--- src/rtl/speed_trap_gate.sv ---
// Two-sensor speed trap with E-pass barrier control.
// Define SPEED_TRAP_OVERSPEED_EN to flag overspeed and reject speeding vehicles.
module speed_trap_gate #(
    parameter int SYS_FREQ        = 50000000,
    parameter int WIDTH_MS        = 12,
    parameter int WIDTH_SPEED     = 14,
    parameter int DIST_MM         = 4000,
    parameter int SPEED_LIMIT     = 600,
    parameter int PASS_TIMEOUT_MS = 2000
) (
    input  logic                   clk,
    input  logic                   reset,
    input  logic                   sensor1,
    input  logic                   sensor2,
    input  logic                   sensor3,
    input  logic [1:0]             valid_Epass,
    input  logic                   enable,
    output logic [WIDTH_SPEED-1:0] speed,
    output logic                   speed_valid,
    output logic                   overspeed,
    output logic                   barrier,
    output logic                   busy,
    output logic                   error
);

    localparam int PRE      = SYS_FREQ / 1000;
    localparam int PW       = (PRE > 1) ? $clog2(PRE) : 1;
    localparam int DIVIDEND = DIST_MM * 36;
    localparam int QW       = $clog2(DIVIDEND + 1);
    localparam int SW       = $clog2(QW + 1);
    localparam int CW       = (QW > WIDTH_SPEED) ? QW : WIDTH_SPEED;

    localparam logic [WIDTH_MS-1:0]    MS_MAX   = '1;
    localparam logic [WIDTH_MS-1:0]    PASS_TO  = WIDTH_MS'(PASS_TIMEOUT_MS);
    localparam logic [WIDTH_SPEED-1:0] SPD_MAX  = '1;
    localparam logic [PW-1:0]          PRE_LAST = PW'(PRE - 1);
    localparam logic [QW-1:0]          DVD      = QW'(DIVIDEND);
    localparam logic [SW-1:0]          LAST_STEP = SW'(QW);

    typedef enum logic [2:0] {
        IDLE, TIMING, DIVIDE, WAIT_PASS, OPEN, REJECT
    } state_t;

    state_t state;

    logic [2:0] s_meta, s_sync, s_prev, warm;
    logic [2:0] s_rise, s_fall;

    logic [PW-1:0]          presc;
    logic [WIDTH_MS-1:0]    ms_count, ms_inc, divisor, rem;
    logic [WIDTH_MS:0]      rem_sh, rem_nx;
    logic [QW-1:0]          quo;
    logic [SW-1:0]          step;
    logic                   ms_tick, fits, sat;
    logic [WIDTH_SPEED-1:0] spd_res;
    logic                   ovs_block;

    // Edges are masked until the pipeline has refilled after reset, so a
    // sensor held high through reset does not look like a fresh arrival.
    always_ff @(posedge clk) begin
        if (reset) begin
            s_meta <= '0;
            s_sync <= '0;
            s_prev <= '0;
            warm   <= '0;
        end else begin
            s_meta <= {sensor3, sensor2, sensor1};
            s_sync <= s_meta;
            s_prev <= s_sync;
            warm   <= {warm[1:0], 1'b1};
        end
    end

    assign s_rise = s_sync & ~s_prev & {3{warm[2]}};
    assign s_fall = ~s_sync & s_prev & {3{warm[2]}};

    assign ms_tick = (presc == PRE_LAST);
    assign ms_inc  = (ms_count == MS_MAX) ? MS_MAX : ms_count + 1'b1;

    assign rem_sh  = {rem, quo[QW-1]};
    assign fits    = (rem_sh >= {1'b0, divisor});
    assign rem_nx  = fits ? rem_sh - {1'b0, divisor} : rem_sh;
    assign sat     = (divisor == '0) || (CW'(quo) > CW'(SPD_MAX));
    assign spd_res = sat ? SPD_MAX : WIDTH_SPEED'(quo);

    assign busy = (state != IDLE);

`ifdef SPEED_TRAP_OVERSPEED_EN
    logic ovs_q;
    assign overspeed = ovs_q;
    assign ovs_block = ovs_q;
`else
    assign overspeed = 1'b0;
    assign ovs_block = 1'b0;
`endif

    always_ff @(posedge clk) begin
        if (reset) begin
            state       <= IDLE;
            presc       <= '0;
            ms_count    <= '0;
            divisor     <= '0;
            rem         <= '0;
            quo         <= '0;
            step        <= '0;
            speed       <= '0;
            speed_valid <= 1'b0;
            barrier     <= 1'b0;
            error       <= 1'b0;
`ifdef SPEED_TRAP_OVERSPEED_EN
            ovs_q       <= 1'b0;
`endif
        end else begin
            speed_valid <= 1'b0;
            error       <= 1'b0;
            if (!enable) begin
                state   <= IDLE;
                barrier <= 1'b0;
            end else begin
                unique case (state)
                    IDLE: begin
                        barrier <= 1'b0;
                        if (s_rise[0]) begin
                            presc    <= '0;
                            ms_count <= '0;
                            // Both sensors in one cycle: zero interval, saturates.
                            if (s_rise[1]) begin
                                divisor <= '0;
                                quo     <= DVD;
                                rem     <= '0;
                                step    <= '0;
                                state   <= DIVIDE;
                            end else begin
                                state   <= TIMING;
                            end
                        end
                    end
                    TIMING: begin
                        if (s_rise[1]) begin
                            divisor <= ms_tick ? ms_inc : ms_count;
                            quo     <= DVD;
                            rem     <= '0;
                            step    <= '0;
                            state   <= DIVIDE;
                        end else if (ms_count == MS_MAX) begin
                            error   <= 1'b1;
                            state   <= IDLE;
                        end else begin
                            presc <= ms_tick ? '0 : presc + 1'b1;
                            if (ms_tick) ms_count <= ms_inc;
                        end
                    end
                    DIVIDE: begin
                        if (step == LAST_STEP) begin
                            speed       <= spd_res;
                            speed_valid <= 1'b1;
`ifdef SPEED_TRAP_OVERSPEED_EN
                            ovs_q       <= (int'(spd_res) > SPEED_LIMIT);
`endif
                            presc       <= '0;
                            ms_count    <= '0;
                            state       <= WAIT_PASS;
                        end else begin
                            rem  <= WIDTH_MS'(rem_nx);
                            quo  <= {quo[QW-2:0], fits};
                            step <= step + 1'b1;
                        end
                    end
                    WAIT_PASS: begin
                        if (valid_Epass == 2'b01) begin
                            if (ovs_block) begin
                                error <= 1'b1;
                                state <= REJECT;
                            end else begin
                                state <= OPEN;
                            end
                        end else if (valid_Epass[1]) begin
                            error <= 1'b1;
                            state <= REJECT;
                        end else if (ms_count == PASS_TO) begin
                            error <= 1'b1;
                            state <= REJECT;
                        end else begin
                            presc <= ms_tick ? '0 : presc + 1'b1;
                            if (ms_tick) ms_count <= ms_inc;
                        end
                    end
                    OPEN: begin
                        if (s_fall[2]) begin
                            barrier <= 1'b0;
                            state   <= IDLE;
                        end else begin
                            barrier <= 1'b1;
                        end
                    end
                    REJECT: begin
                        barrier <= 1'b0;
                        if (!s_sync[1]) state <= IDLE;
                    end
                    default: state <= IDLE;
                endcase
            end
        end
    end

endmodule

--- config.mk ---
export PLATFORM = sky130hd
export DESIGN_NAME = speed_trap_gate
export DESIGN_NICKNAME = d
export VERILOG_FILES = /design/src/rtl/speed_trap_gate.sv
export SDC_FILE = /design/constraint.sdc
export NUM_CORES = 1
export LEC_CHECK = 0
export BUFFER_PORTS_ARGS = -buffer_cell sky130_fd_sc_hd__buf_4
export CORE_UTILIZATION = 55
export CTS_CLUSTER_SIZE = 40
export DETAILED_ROUTE_END_ITERATION = 7
export GPL_TIMING_DRIVEN = 1
export PLACE_DENSITY_LB_ADDON = 0.1
export SLEW_MARGIN = 20
export SYNTH_ARGS = -nofsm -noshare
export SYNTH_HDL_FRONTEND = slang
export SYNTH_SLANG_ARGS = --single-unit
--- constraint.sdc ---
create_clock -name clk -period 4.4 [get_ports clk]
set_input_delay 0.88 -clock clk [delete_from_list [all_inputs] [get_ports clk]]
set_output_delay 0.88 -clock clk [all_outputs]
set_load 0.02 [all_outputs]
Word-level counts from Yosys, hierarchy flattened
Index checks and enable logic that the tools add are counted.
{"block": "op_classes", "n_addsub": 4, "mul": 0, "div": 0, "n_lt_le_gt_ge": 2, "n_eq_ne": 24, "n_shift": 0, "n_mux": 58, "bitwise_logic": 8, "reduce_logical": 16}
{"operator": "two-way mux 12 bit", "count": 16}
{"operator": "two-way mux 16 bit", "count": 8}
{"operator": "case mux 16 bit (4 select lines)", "count": 1}
{"operator": "two-way mux 18 bit", "count": 3}
{"operator": "case mux 18 bit (3 select lines)", "count": 1}
{"operator": "case mux 12 bit (4 select lines)", "count": 1}
{"operator": "case mux 12 bit (3 select lines)", "count": 1}
{"operator": "two-way mux 3 bit", "count": 9}
{"operator": "!= test 2 bit (second input constant)", "count": 12}
{"operator": "case mux 12 bit (2 select lines)", "count": 1}
{"operator": "greater-than comparator 18 x 14 -> 1 bit (second input constant)", "count": 1}
{"operator": "case mux 3 bit (6 select lines)", "count": 1}
{"operator": "adder 16 x 1 -> 16 bit (second input constant)", "count": 1}
{"operator": "== test 16 bit (second input constant)", "count": 1}
{"operator": "two-way mux 5 bit", "count": 3}
{"operator": "case mux 5 bit (3 select lines)", "count": 1}
{"operator": "two-way mux 14 bit", "count": 1}
{"operator": "greater-or-equal comparator 13 x 12 -> 1 bit", "count": 1}
{"operator": "adder 12 x 1 -> 12 bit (second input constant)", "count": 1}
{"operator": "== test 12 x 11 -> 1 bit (second input constant)", "count": 1}
{"operator": "== test 12 bit (second input constant)", "count": 1}
{"operator": "logical NOT 12 bit", "count": 1}
{"operator": "subtractor 12 bit", "count": 1}
{"operator": "AND reduction 9 bit", "count": 1}
{"operator": "27 further kinds", "count": 43}
{"block": "totals", "reg_bits": 107, "latch_bits": 0, "ramBits": 0, "mem_bits_ro": 0, "inputBits": 8, "out_inout_bits": 19, "mem_count": 0}

Depth between registers and ports, before layout
Gate-level depths: netlist of the first run.
{"block": "depth", "depth_word": 7, "ltp_mapped": 10}

Worst setup path before layout of the first run
OpenSTA, ideal clock, no wires.
{"block": "synth_timing", "path_kind": "register to register", "start": "reg divisor[10]", "end": "reg rem[3]", "setup_time_ps": 122, "arrival_time_ps": 2237, "slack_ps": 2041, "path_stages_with_launch": 9, "synth_period_minus_slack_ps": 2359, "path_cell_list": "dfxtp_1 -> inv_1 -> ha_1 -> a21o_1 -> a211o_1 -> a31o_2 -> a211o_1 -> buf_1 -> a221o_1"}
{"block": "synth_via", "elab_chain_cells": 4}
{"element": "start, declared", "line": "50", "text": "logic [WIDTH_MS-1:0] ms_count, ms_inc, divisor, rem;"}
{"element": "start signal, assigned", "line": "140", "text": "divisor <= ms_tick ? ms_inc : ms_count;"}
{"element": "greater-or-equal comparator 13 x 12 -> 1 bit", "line": "81", "text": "assign fits = (rem_sh >= {1'b0, divisor});"}
{"element": "two-way mux 12 bit", "line": "82", "text": "assign rem_nx = fits ? rem_sh - {1'b0, divisor} : rem_sh;"}
{"element": "two-way mux 12 bit", "line": "154", "text": "if (step == LAST_STEP) begin"}
{"element": "case mux 12 bit (3 select lines)", "line": "120", "text": "unique case (state)"}
{"element": "end signal, assigned", "line": "164", "text": "rem <= WIDTH_MS'(rem_nx);"}
{"element": "end, declared", "line": "50"}
Every way passes these cells. The select of a mux whose other input is x is not followed.
A chain may end at the register's enable or synchronous reset.

Final worst setup path of the first run
{"block": "layout_timing", "start": "reg state[0]", "end": "reg presc[14]"}
{"block": "layout_via", "elab_chain_cells": 3, "word_cells_on_any_way": 14, "classes_between": "10 x eq/ne; 1 x mux; 3 x reduce/logical"}
{"element": "start, declared", "line": "44", "text": "state_t state;"}
{"element": "start signal, assigned", "line": "99", "text": "state <= IDLE;"}
{"element": "start signal, assigned", "line": "117", "text": "state <= IDLE;"}
{"element": "start signal, assigned", "line": "132", "text": "state <= DIVIDE;"}
{"element": "== test 3 x 2 -> 1 bit (tied with other cells)", "line": "120"}
{"element": "nonzero test 4 bit (no source line) or != test 2 bit (tied branches)"}
{"element": "AND reduction 9 bit (no source line)"}
{"element": "end signal, assigned", "line": "149", "text": "presc <= ms_tick ? '0 : presc + 1'b1;"}
{"element": "end signal, assigned", "line": "184", "text": "presc <= ms_tick ? '0 : presc + 1'b1;"}
{"element": "end, declared", "line": "49", "text": "logic [PW-1:0] presc;"}
Parallel ways exist; a longest one is shown, timed or not.

==> key figures, run 1 <==
Run status
  – Run status: finished, final reports clean

Yosys
  – Post-synthesis register bit count: between 100 and 150
  – Ys async rst share: 0%
  – Synth warnings: 0
  – Mapped Cells: between 600 and 700
  – Cell variety after synth: 67
  – Sequential cell area fraction in the yosys report: 40.5%
  – Post-synth EDFFs: 0
  – Syn Area/Cell: 8.53 sq um
  – Syn_nets: roughly 650
  – Main synth FF type: dfxtp_1
  – Synthesized area: roughly 5300 sq um

CTS
  – Clock Tree Buf Depth: 2
  – CTS buffer count: 9
  – CTS tree: built
  – Post-CTS Resized: 0
  – CTS root buffer: clkbuf_8
  – Clock Pin Slew Worst Setup and Hold Paths: around 0.10 ns
  – CTS Sinks: 107
  – H-tree depth: 3
  – Post-CTS setup buffers: 0
  – Latest clock arrival within the worst-skew pair: 0.38 ns
  – CTS Hold Bufs: 0

Cells and area
  – Antenna Cells: 0
  – Post-layout util: 61.8%
  – Most common cell after layout, fill and taps aside: dfxtp_1
  – Share of cells above drive strength 1: 10.8%
  – Layout area overhead: 8.52%
  – Final net count: 652
  – Most frequent cells in the layout: dfxtp_1, nor2_1, nand2_1

Timing
  – Final hold slack: approximately 0.45 ns
  – Slew @ Worst Pin: about 1.1 ns
  – Crit share post-route: 62.1%
  – Fin Setup TNS: 0 ns
  – Fmax: 366 MHz
  – Final min period: 2.73 ns
  – Setup violations, final: 0
  – Max-Slew Margin vs Limit: 29.6%
  – Clk_skew: 0.00923 ns
  – PnR worst setup slack: between 1.5 and 2 ns
  – RSZ-0062 raised after global routing: false
  – Fin. max-slew vios: 0
  – Hold Violations, Final: 0

Global route
  – Global-route wire length before repair: about 20000 um
  – Largest net degree at the start of global routing: 65
  – Vias in the first global route: 4258
  – GRT Overall Usage: 24.9%
  – Overflow after GRT: 0
  – Antenna violations before repair: 0

Floorplan
  – Die Area: 10000 sq um
  – Core area: between 9000 and 10000 sq um
  – Die Wd: 100 um
  – Std-Cell Rows: 35
  – Num ports: 27
  – Die Span Y: 100 um
  – Initial Utilization: 57.0%

Pwr
  – PwrDens: 296 nW/um^2
  – Overall Power: approximately 1.7 mW
  – Worst IR Drop VDD: 0.245 mV
  – LEAKAGE: 2.03 nW

Placement
  – Buffers on Ports: 25
  – GP Congestion: ~0.9
  – Pre-CTS setup slack: 1.68 ns
  – Placed wire-length estimate: approximately 8300 um

Critical path
  – Start point of the critical path: state[0]$_SDFFE_PP0P_
  – Setup CP Type: register to register
  – R2r startpoint: state[0]$_SDFFE_PP0P_
  – Worst setup SP type: register
  – CP endpoint kind: register
  – Critical Path AT: 3.04 ns
  – CP max FO: 15
  – Worst endpoint required time: 4.70 ns

Route
  – Detailed-route DRC error count: 0
  – Pre-antenna DRT Iters: 5
  – Via count: 4647
  – Detail Route Antenna Nets: 0
  – Routed vias/inst: 6.11
  – Routed wire length: 12000 um
  – First-iteration detailed-routing DRC count: between 200 and 300
  – DR WL/cell: 15.8 um

Run
  – Max cap viols: 0

Min path
  – Min-delay src: s_meta[0]$_SDFF_PP0_
  – Worst Hold Class: register to register
[final timing paths]
path                            end  slack, ns  cells past startpoint
min            s_sync[0]$_SDFF_PP0_       0.45                      1
max          presc[14]$_SDFFE_PP0P_       1.67                      4
max reg2reg  presc[14]$_SDFFE_PP0P_       1.67                      4
min reg2reg    s_sync[0]$_SDFF_PP0_       0.45                      1
[cell usage after synthesis (all sizes together), types with 2 or more instances]
cell type	number	area [sq um]
or3	7	43.8
or4	6	45.0
inv	20	75.1
xor2	7	61.3
clkbuf	21	78.8
and2	3	18.8
mux2i	10	100
nor4	8	50.1
and3b	2	17.5
or2	2	12.5
o31ai	3	22.5
and3	7	48.8
ha	17	213
nor2b	18	113
nand3	31	160
buf	12	78.8
o22ai	7	43.8
a31oi	4	25.0
a211o	4	35.0
nor3	24	120
a21o	2	15.0
nand4	9	56.3
o311ai	2	35.0
a21boi	2	26.3
nand4b	6	52.6
o211ai	4	30.0
o21a	4	30.0
nand3b	4	30.0
a211oi	8	65.1
nand2b	5	31.3
o2bb2a	2	20.0
nor2	60	225
nand2	46	173
o21ai	41	209
a22oi	15	113
xnor2	4	35.0
a22o	2	17.5
and4b	2	20.0
o2111ai	2	17.5
and4	6	52.6
a21oi	45	225
dfxtp	107	2140
o221a	14	158
[state kept, by name (all words and copies together), names as in the netlist]
name and cells:
ms_count 12, rem 12, barrier 1, speed_valid 1, step 5, error 1
divisor 12, s_prev 3, speed 14, presc 16, warm 3, state 3
s_sync 3, s_meta 3, quo 18
[area by class of cell]
| class | instances | area (sq um) |
|---|---|---|
| clock buffers | 10 | 138 |
| clock inverters | 6 | 95.1 |
| fillers | 835 | 3540 |
| inverters | 20 | 75.1 |
| multi-input cells | 460 | 2910 |
| flip-flops and latches | 107 | 2140 |
| well taps | 129 | 161 |
| repair buffers | 28 | 214 |
[critical path: stages (launching register included)]
cell and delay (ns):
dfxtp_1 0.50, nor2b_1 0.88, nand2_1 0.53, or4_1 0.60, a21oi_1 0.15
[metal layers]
metal | vias to the layer above | part of all wire [%] | GRT usage [%] | wire length, um
met5 | - | 0 | 0 | 0
met4 | 0 | 2.1 | 9.14 | 251
met3 | 27 | 4.2 | 4.94 | 501
met2 | 124 | 46 | 40.2 | 5530
met1 | 2198 | 48 | 33.0 | 5730
li1 | 2298 | - | - | -
[logic make-up after synthesis]
kind of cell / synth area share, %
mux: 1.89
other cells: 0.0709
fa+ha+maj: 4.40
simple gates: 24.8
buf+inv: 4.40
flops: 40.5
compound gates: 22.1
xor+xnor: 1.82
[power breakdown]
group | switching [mW] | internal (mW) | total (mW) | leakage (nW)
Sequential | 0.00157 | 0.972 | 0.974 | 0.864
Combinational | 0.0259 | 0.0104 | 0.0363 | 1.04
Clock | 0.346 | 0.342 | 0.689 | 0.117
[metrics by stage]
stage	cells	instance area, sq um
2_1_floorplan	620	5290
3_3_place_gp	743	5500
3_5_place_dp	743	5500
4_1_cts	759	5730
5_1_grt	760	5740
6_report	760	5740
(Power assumes the default switching activity.)
==> run 2, diff against run 1 <==
--- a/config.mk
+++ b/config.mk
@@ -5,6 +5,7 @@
 export SDC_FILE = /design/constraint.sdc
 export NUM_CORES = 1
 export LEC_CHECK = 0
+export ABC_AREA = 1
 export BUFFER_PORTS_ARGS = -buffer_cell sky130_fd_sc_hd__buf_4
 export CORE_UTILIZATION = 55
 export CTS_CLUSTER_SIZE = 40
==> constraint.sdc (replaced) <==
create_clock -name clk -period 2.5 [get_ports clk]
set_input_delay 0.5 -clock clk [delete_from_list [all_inputs] [get_ports clk]]
set_output_delay 0.5 -clock clk [all_outputs]
set_load 0.02 [all_outputs]
==> key figures, run 2 <==
Run status
  – Run status: finished, final reports clean

Route
  – DR WL/cell: 13.3 um
  – Detailed-route DRC error count: 0
  – Detail Route Antenna Nets: 0
  – First-iteration detailed-routing DRC count: 323
  – Routed wire length: ~14000 um
  – Pre-antenna DRT Iters: 5
  – Routed vias/inst: 5.42
  – Via count: 5776

Yosys
  – Synth Area in Adders: ~4%
  – Cell variety after synth: 43
  – Xor/xnor cell area share of the yosys netlist: 2.19%
  – Sequential cell area fraction in the yosys report: 35.8%
  – Most numerous cell in the Yosys netlist: nand2_1
  – Synth warnings: 0
  – Synth Area in Simple Gates: 37.7%
  – Mapped Cells: 911
  – Main combinational cell family by area after synthesis: simple AND/OR/NAND/NOR gates
  – Cell taking the most area after synthesis: dfxtp_1
  – Syn_nets: 937
  – Post-synthesis register bit count: 107
  – Compound-Gate Fraction of Synth Area: a little over a tenth
  – Syn Area/Cell: between 6 and 7 sq um
  – Post-synth EDFFs: 0
  – Synth top cells by count: nand2_1, nor2_1, dfxtp_1, inv_1, nand3_1
  – Post-synth top area share: 35.8%
  – Ys async rst share: 0%
  – Top post-synthesis cells by area: dfxtp_1, nand2_1, nor2_1
  – Mux share of post-synthesis cell area: 0%
  – Synthesized area: approximately 6000 sq um
  – Main synth FF type: dfxtp_1

Global route
  – Overflow after GRT: 0
  – Global-route wire length before repair: 24500 um
  – Vias in the first global route: between 5k and 6k
  – Antenna violations before repair: 0
  – Largest net degree at the start of global routing: 39
  – GRT Overall Usage: 26.9%

Cells and area
  – Sequential cell area: 2140 sq um
  – Fill cells: 961
  – Final net count: 951
  – Largest register FFs: 18
  – Area of the multi-input gates: 3280 sq um
  – Most flop-heavy register: quo
  – Share of cells above drive strength 1: 9.78%
  – Most common cell after layout, fill and taps aside: nand2_1
  – Design Area, Final: 6450 sq um
  – Antenna Cells: 0
  – Largest registers: quo x18, presc x16, speed x14
  – Layout area overhead: 7.71%
  – Most frequent cells in the layout: nand2_1, nor2_1, dfxtp_1
  – Layout Cells excl Fill: 1066

Critical path
  – Crit path cell chain: inv_1 -> ha_1 -> nand2_1 -> nor2_1 -> nand2_1 -> nand3_1 -> nand2_1 -> nand3_1 -> nand2_1 -> nand2_1 -> nand2_1 -> a21oi_1
  – Worst setup SP type: register
  – Critical Path AT: between 2 and 3 ns
  – FF-to-FF setup slack: 0.22 ns
  – Crit-path max cell delay: 0.44 ns
  – CP Depth: 12
  – Setup CP Type: register to register
  – Start point of the critical path: divisor[3]$_SDFFE_PP0P_
  – Cells on worst reg2reg path: 12
  – Worst endpoint required time: around 2.8 ns
  – CP delay by family, top: simple AND/OR/NAND/NOR gates
  – CP bufs+invs: 1
  – CP max FO: 13
  – Capture point of the worst reg-to-reg path: rem[10]$_SDFFE_PP0P_
  – Crit path top cell by count: nand2_1
  – Critical Path End: rem[10]$_SDFFE_PP0P_
  – CP endpoint kind: register
  – R2r startpoint: divisor[3]$_SDFFE_PP0P_
  – CP max-delay cell: nand3_1

CTS
  – Post-CTS setup buffers: 0
  – CTS Hold Bufs: 0
  – Clock Pin Slew Worst Setup and Hold Paths: 0.12 ns
  – CTS tree: built
  – Latest clock arrival within the worst-skew pair: 0.40 ns
  – CTS Sinks: 107
  – CTS buffer count: 9
  – Post-CTS Resized: 0
  – H-tree depth: 3
  – CTS root buffer: clkbuf_8
  – Clock Tree Buf Depth: 2

Timing
  – Fin. max-slew vios: 0
  – Fin Setup TNS: 0 ns
  – RSZ-0062 raised after global routing: false
  – Hold Violations, Final: 0
  – Setup violations, final: 0
  – Slew @ Worst Pin: 0.558 ns
  – Crit share post-route: just over 90%
  – Final min period: 2.28 ns
  – Fmax: approximately 440 MHz
  – Clk_skew: 0.0145 ns
  – Max-Slew Margin vs Limit: 62.7%

Placement
  – Placed wire-length estimate: about 10000 um
  – GP Congestion: 0.960
  – Placed insts: 1050
  – Dpl cell area: roughly 6200 sq um
  – Buffers on Ports: 25

Floorplan
  – Die Span Y: about 110 um
  – Num ports: 27
  – Die Wd: 106 um
  – Std-Cell Rows: 37
  – Initial Utilization: roughly 57%
  – Die Area: 11300 sq um
  – Core area: around 10000 sq um

Pwr
  – Switching share of total power: 25.8%
  – Cell internal pwr: approximately 2.2 mW
  – LEAKAGE: 2.67 nW
  – Worst IR Drop VDD: approximately 0.42 mV
  – Sequential Power Share: 59.1%
  – Clock power share: between 30% and 40%
  – PwrDens: roughly 450 nW/um^2
  – Sw Pwr: 750 uW
  – Gate power share: 3.3%

Min path
  – Worst Hold Class: primary input to register

Run
  – Max cap viols: 0
run 2: metal layers:
layer  share of wire, %  global-route usage (%)  vias up
li1                   -                       -     2950
met1                 47                    34.0     2651
met2                 46                    45.5      143
met3                4.2                    3.37       32
met4                2.7                    12.4        0
met5                  0                       0        -
run 2: logic make-up after synthesis:
| group | count (synthesis) |
|---|---|
| compound gates | 120 |
| xor+xnor | 15 |
| fa+ha+maj | 18 |
| buf+inv | 138 |
| flops | 107 |
| other cells | 1 |
| simple gates | 512 |
run 2: worst min-delay path by stage:
stage	to	slack [ns]	depth (start not counted)	start
after global routing	s_meta[0]$_SDFF_PP0_	0.29	3	sensor1
after CTS	s_meta[0]$_SDFF_PP0_	0.29	3	sensor1
after detailed placement	warm[2]$_SDFF_PP0_	0.40	2	warm[1]$_SDFF_PP0_
after floorplan	s_sync[0]$_SDFF_PP0_	0.39	2	s_meta[0]$_SDFF_PP0_
final	s_meta[0]$_SDFF_PP0_	0.30	3	sensor1
after global placement	warm[1]$_SDFF_PP0_	0.39	2	warm[0]$_DFF_P_
run 2: cell type report:
| class | instances | share of cell area [%] |
|---|---|---|
| inverters | 106 | 6.19 |
| flip-flops and latches | 107 | 33.2 |
| clock inverters | 6 | 0.951 |
| repair buffers | 35 | 4.07 |
| multi-input cells | 666 | 50.8 |
| well taps | 136 | 2.64 |
| clock buffers | 10 | 2.13 |
run 2: tightest hold or removal path: stages:
cell and delay [ns]:
buf_4 0.07, inv_1 0.03, nor2_1 0.06
run 2: per-stage QoR:
stage	hold slack [ns]	setup slack (ns)	power [mW]	util, %
5_1_grt	0.293	0.00601	3.02	61.9
2_1_floorplan	0.388	0.714	1.83	-
4_1_cts	0.290	0.243	2.94	61.9
6_report	0.300	0.222	2.91	61.9
3_3_place_gp	0.389	0.364	1.85	60.0
3_5_place_dp	0.400	0.278	1.86	60.0
run 2: power by group through the flow:
stage	Sequential (mW)	Combinational (mW)	Clock, mW
after floorplan	1.76	0.0697	0
after global placement	1.76	0.0934	0
after detailed placement	1.76	0.0957	0
after CTS	1.72	0.0958	1.12
after global routing	1.72	0.106	1.19
final	1.72	0.0953	1.10
==> run 3, diff against run 2 <==
==> constraint.sdc (replaced) <==
create_clock -name clk -period 2.5 [get_ports clk]
set_input_delay 0.25 -clock clk [delete_from_list [all_inputs] [get_ports clk]]
set_output_delay 0.25 -clock clk [all_outputs]
set_load 0.02 [all_outputs]
==> key figures, run 3 (synthesis gave the netlist of run 2 again) <==
Floorplan
  – Die Wd: 106 um
  – Initial Utilization: 57.5%
  – Die Span Y: roughly 110 um
  – Die Area: 11300 sq um
  – Std-Cell Rows: 37
  – Num ports: 27
  – Core area: 10400 sq um

Cells and area
  – Antenna Cells: 0
  – Most common cell after layout, fill and taps aside: nand2_1
  – Most frequent cells in the layout: nand2_1, nor2_1, dfxtp_1
  – Share of cells above drive strength 1: 9.78%
  – Largest register FFs: 18
  – Largest registers: quo x18, presc x16, speed x14
  – Layout Cells excl Fill: 1066
  – Final net count: 951
  – Layout area overhead: 7.90%
  – Most flop-heavy register: quo

Timing
  – Setup violations, final: 0
  – Hold Violations, Final: 0
  – Final hold slack: 0.0550 ns
  – Crit share post-route: 88.6%
  – Fin Setup TNS: 0 ns
  – RSZ-0062 raised after global routing: false
  – Clk_skew: 0.0120 ns
  – Slew @ Worst Pin: 0.754 ns
  – Fin. max-slew vios: 0
  – Final min period: 2.22 ns
  – Fmax: 451 MHz
  – Max-Slew Margin vs Limit: 49.7%

CTS
  – Clock Pin Slew Worst Setup and Hold Paths: roughly 0.11 ns
  – Clock Tree Buf Depth: 2
  – CTS Sinks: 107
  – Latest clock arrival within the worst-skew pair: 0.39 ns
  – CTS root buffer: clkbuf_8
  – CTS buffer count: 9
  – CTS Hold Bufs: 0
  – H-tree depth: 3
  – CTS tree: built

Critical path
  – CP delay by family, top: simple AND/OR/NAND/NOR gates
  – Start point of the critical path: ms_count[0]$_SDFFE_PP0P_
  – CP max-delay cell: dfxtp_1
  – Crit path cell chain: ha_1 -> nand2_1 -> nor3_2 -> nand4_2 -> nand4_4 -> nand2_2 -> inv_2 -> nand2_1 -> nand2_1
  – CP bufs+invs: 1
  – Crit path top cell by count: nand2_1
  – Critical Path AT: 2.55 ns
  – R2r startpoint: ms_count[0]$_SDFFE_PP0P_
  – FF-to-FF setup slack: 0.28 ns
  – CP max FO: 16
  – Crit-path max cell delay: 0.50 ns
  – CP endpoint kind: register
  – Setup CP Type: register to register
  – Worst setup SP type: register
  – Worst endpoint required time: 2.83 ns

Pwr
  – Overall Power: 2.92 mW
  – Worst IR Drop VDD: 0.497 mV
  – LEAKAGE: 2.72 nW
  – PwrDens: 451 nW/um^2

Min path
  – Min-delay src: sensor3
  – Worst Hold Class: primary input to register

Route
  – Top sig layer: met4
  – DR WL/cell: 13.4 um
  – Detail Route Antenna Nets: 0
  – Routed wire length: 14300 um
  – Routed vias/inst: around 5.4
  – First-iteration detailed-routing DRC count: between 300 and 400
  – Post-Route M1 WL: approximately 6700 um
  – Detailed-route DRC error count: 0
  – Pre-antenna DRT Iters: 5
  – Routed met3 length: about 770 um
  – Via count: 5766
  – Routed wl met2: 6690 um

Placement
  – Buffers on Ports: 25
  – GP Congestion: 0.923
  – Placed wire-length estimate: between 9000 and 10000 um
  – Placed insts: 1050

Global route
  – Overflow after GRT: 0
  – Vias in the first global route: 5411
  – Global-route wire length before repair: 24400 um
  – GRT Overall Usage: 26.7%
  – Antenna violations before repair: 0
  – Largest net degree at the start of global routing: 71

Run status
  – Run status: finished, final reports clean

Run
  – Max cap viols: 0
-- run 3: cell types whose count changed in the layout (fill, tap and decap cells not counted) --
cell	delta
inv_8	-1
clkinv_8	+1
clkinv_2	+1
nand3b_4	+1
clkinvlp_4	-1
nand3b_2	-1
-- run 3: worst paths after layout --
path / cells after the start / to
min reg2reg: 2 / s_sync[0]$_SDFF_PP0_
max reg2reg: 9 / ms_count[9]$_SDFFE_PP0P_
max: 9 / ms_count[9]$_SDFFE_PP0P_
min: 3 / s_meta[2]$_SDFF_PP0_
-- run 3: timing repair --
item / CTS / global route
endpoints found under the setup margin: 0 / 1
resized for setup: 0 / 1
endpoints found under the hold margin: 0 / 0
setup buffers: 0 / 0
-- run 3: per-stage QoR --
| stage | util [%] | instance area (sq um) | setup slack (ns) |
|---|---|---|---|
| floorplan | - | 5990 | 0.714 |
| global placement | 60.0 | 6250 | 0.351 |
| detailed placement | 60.0 | 6250 | 0.286 |
| CTS | 61.9 | 6450 | 0.261 |
| global route | 62.0 | 6460 | 0.0673 |
| finish | 62.0 | 6460 | 0.285 |
-- run 3: final cells by class --
cell class | count | area (sq um)
clock buffers | 10 | 138
fillers | 1025 | 3960
flip-flops and latches | 107 | 2140
inverters | 106 | 399
clock inverters | 6 | 63.8
well taps | 136 | 170
repair buffers | 35 | 263
multi-input cells | 666 | 3280
-- run 3: worst min-delay path: stages --
cell	delay, ns
buf_4	0.08
inv_1	0.03
nor2_1	0.06
-- run 3: power by group --
| part | leakage (nW) | internal, mW | switching [mW] |
|---|---|---|---|
| Combinational | 1.75 | 0.0264 | 0.0700 |
| Sequential | 0.864 | 1.72 | 0.00681 |
| Clock | 0.105 | 0.421 | 0.676 |
-- run 3: metal layers --
metal  global-route usage [%]  up-vias
met5                        0        -
met4                     8.23        0
met3                     5.70       14
met2                     45.8      153
met1                     33.3     2638
li1                         -     2961
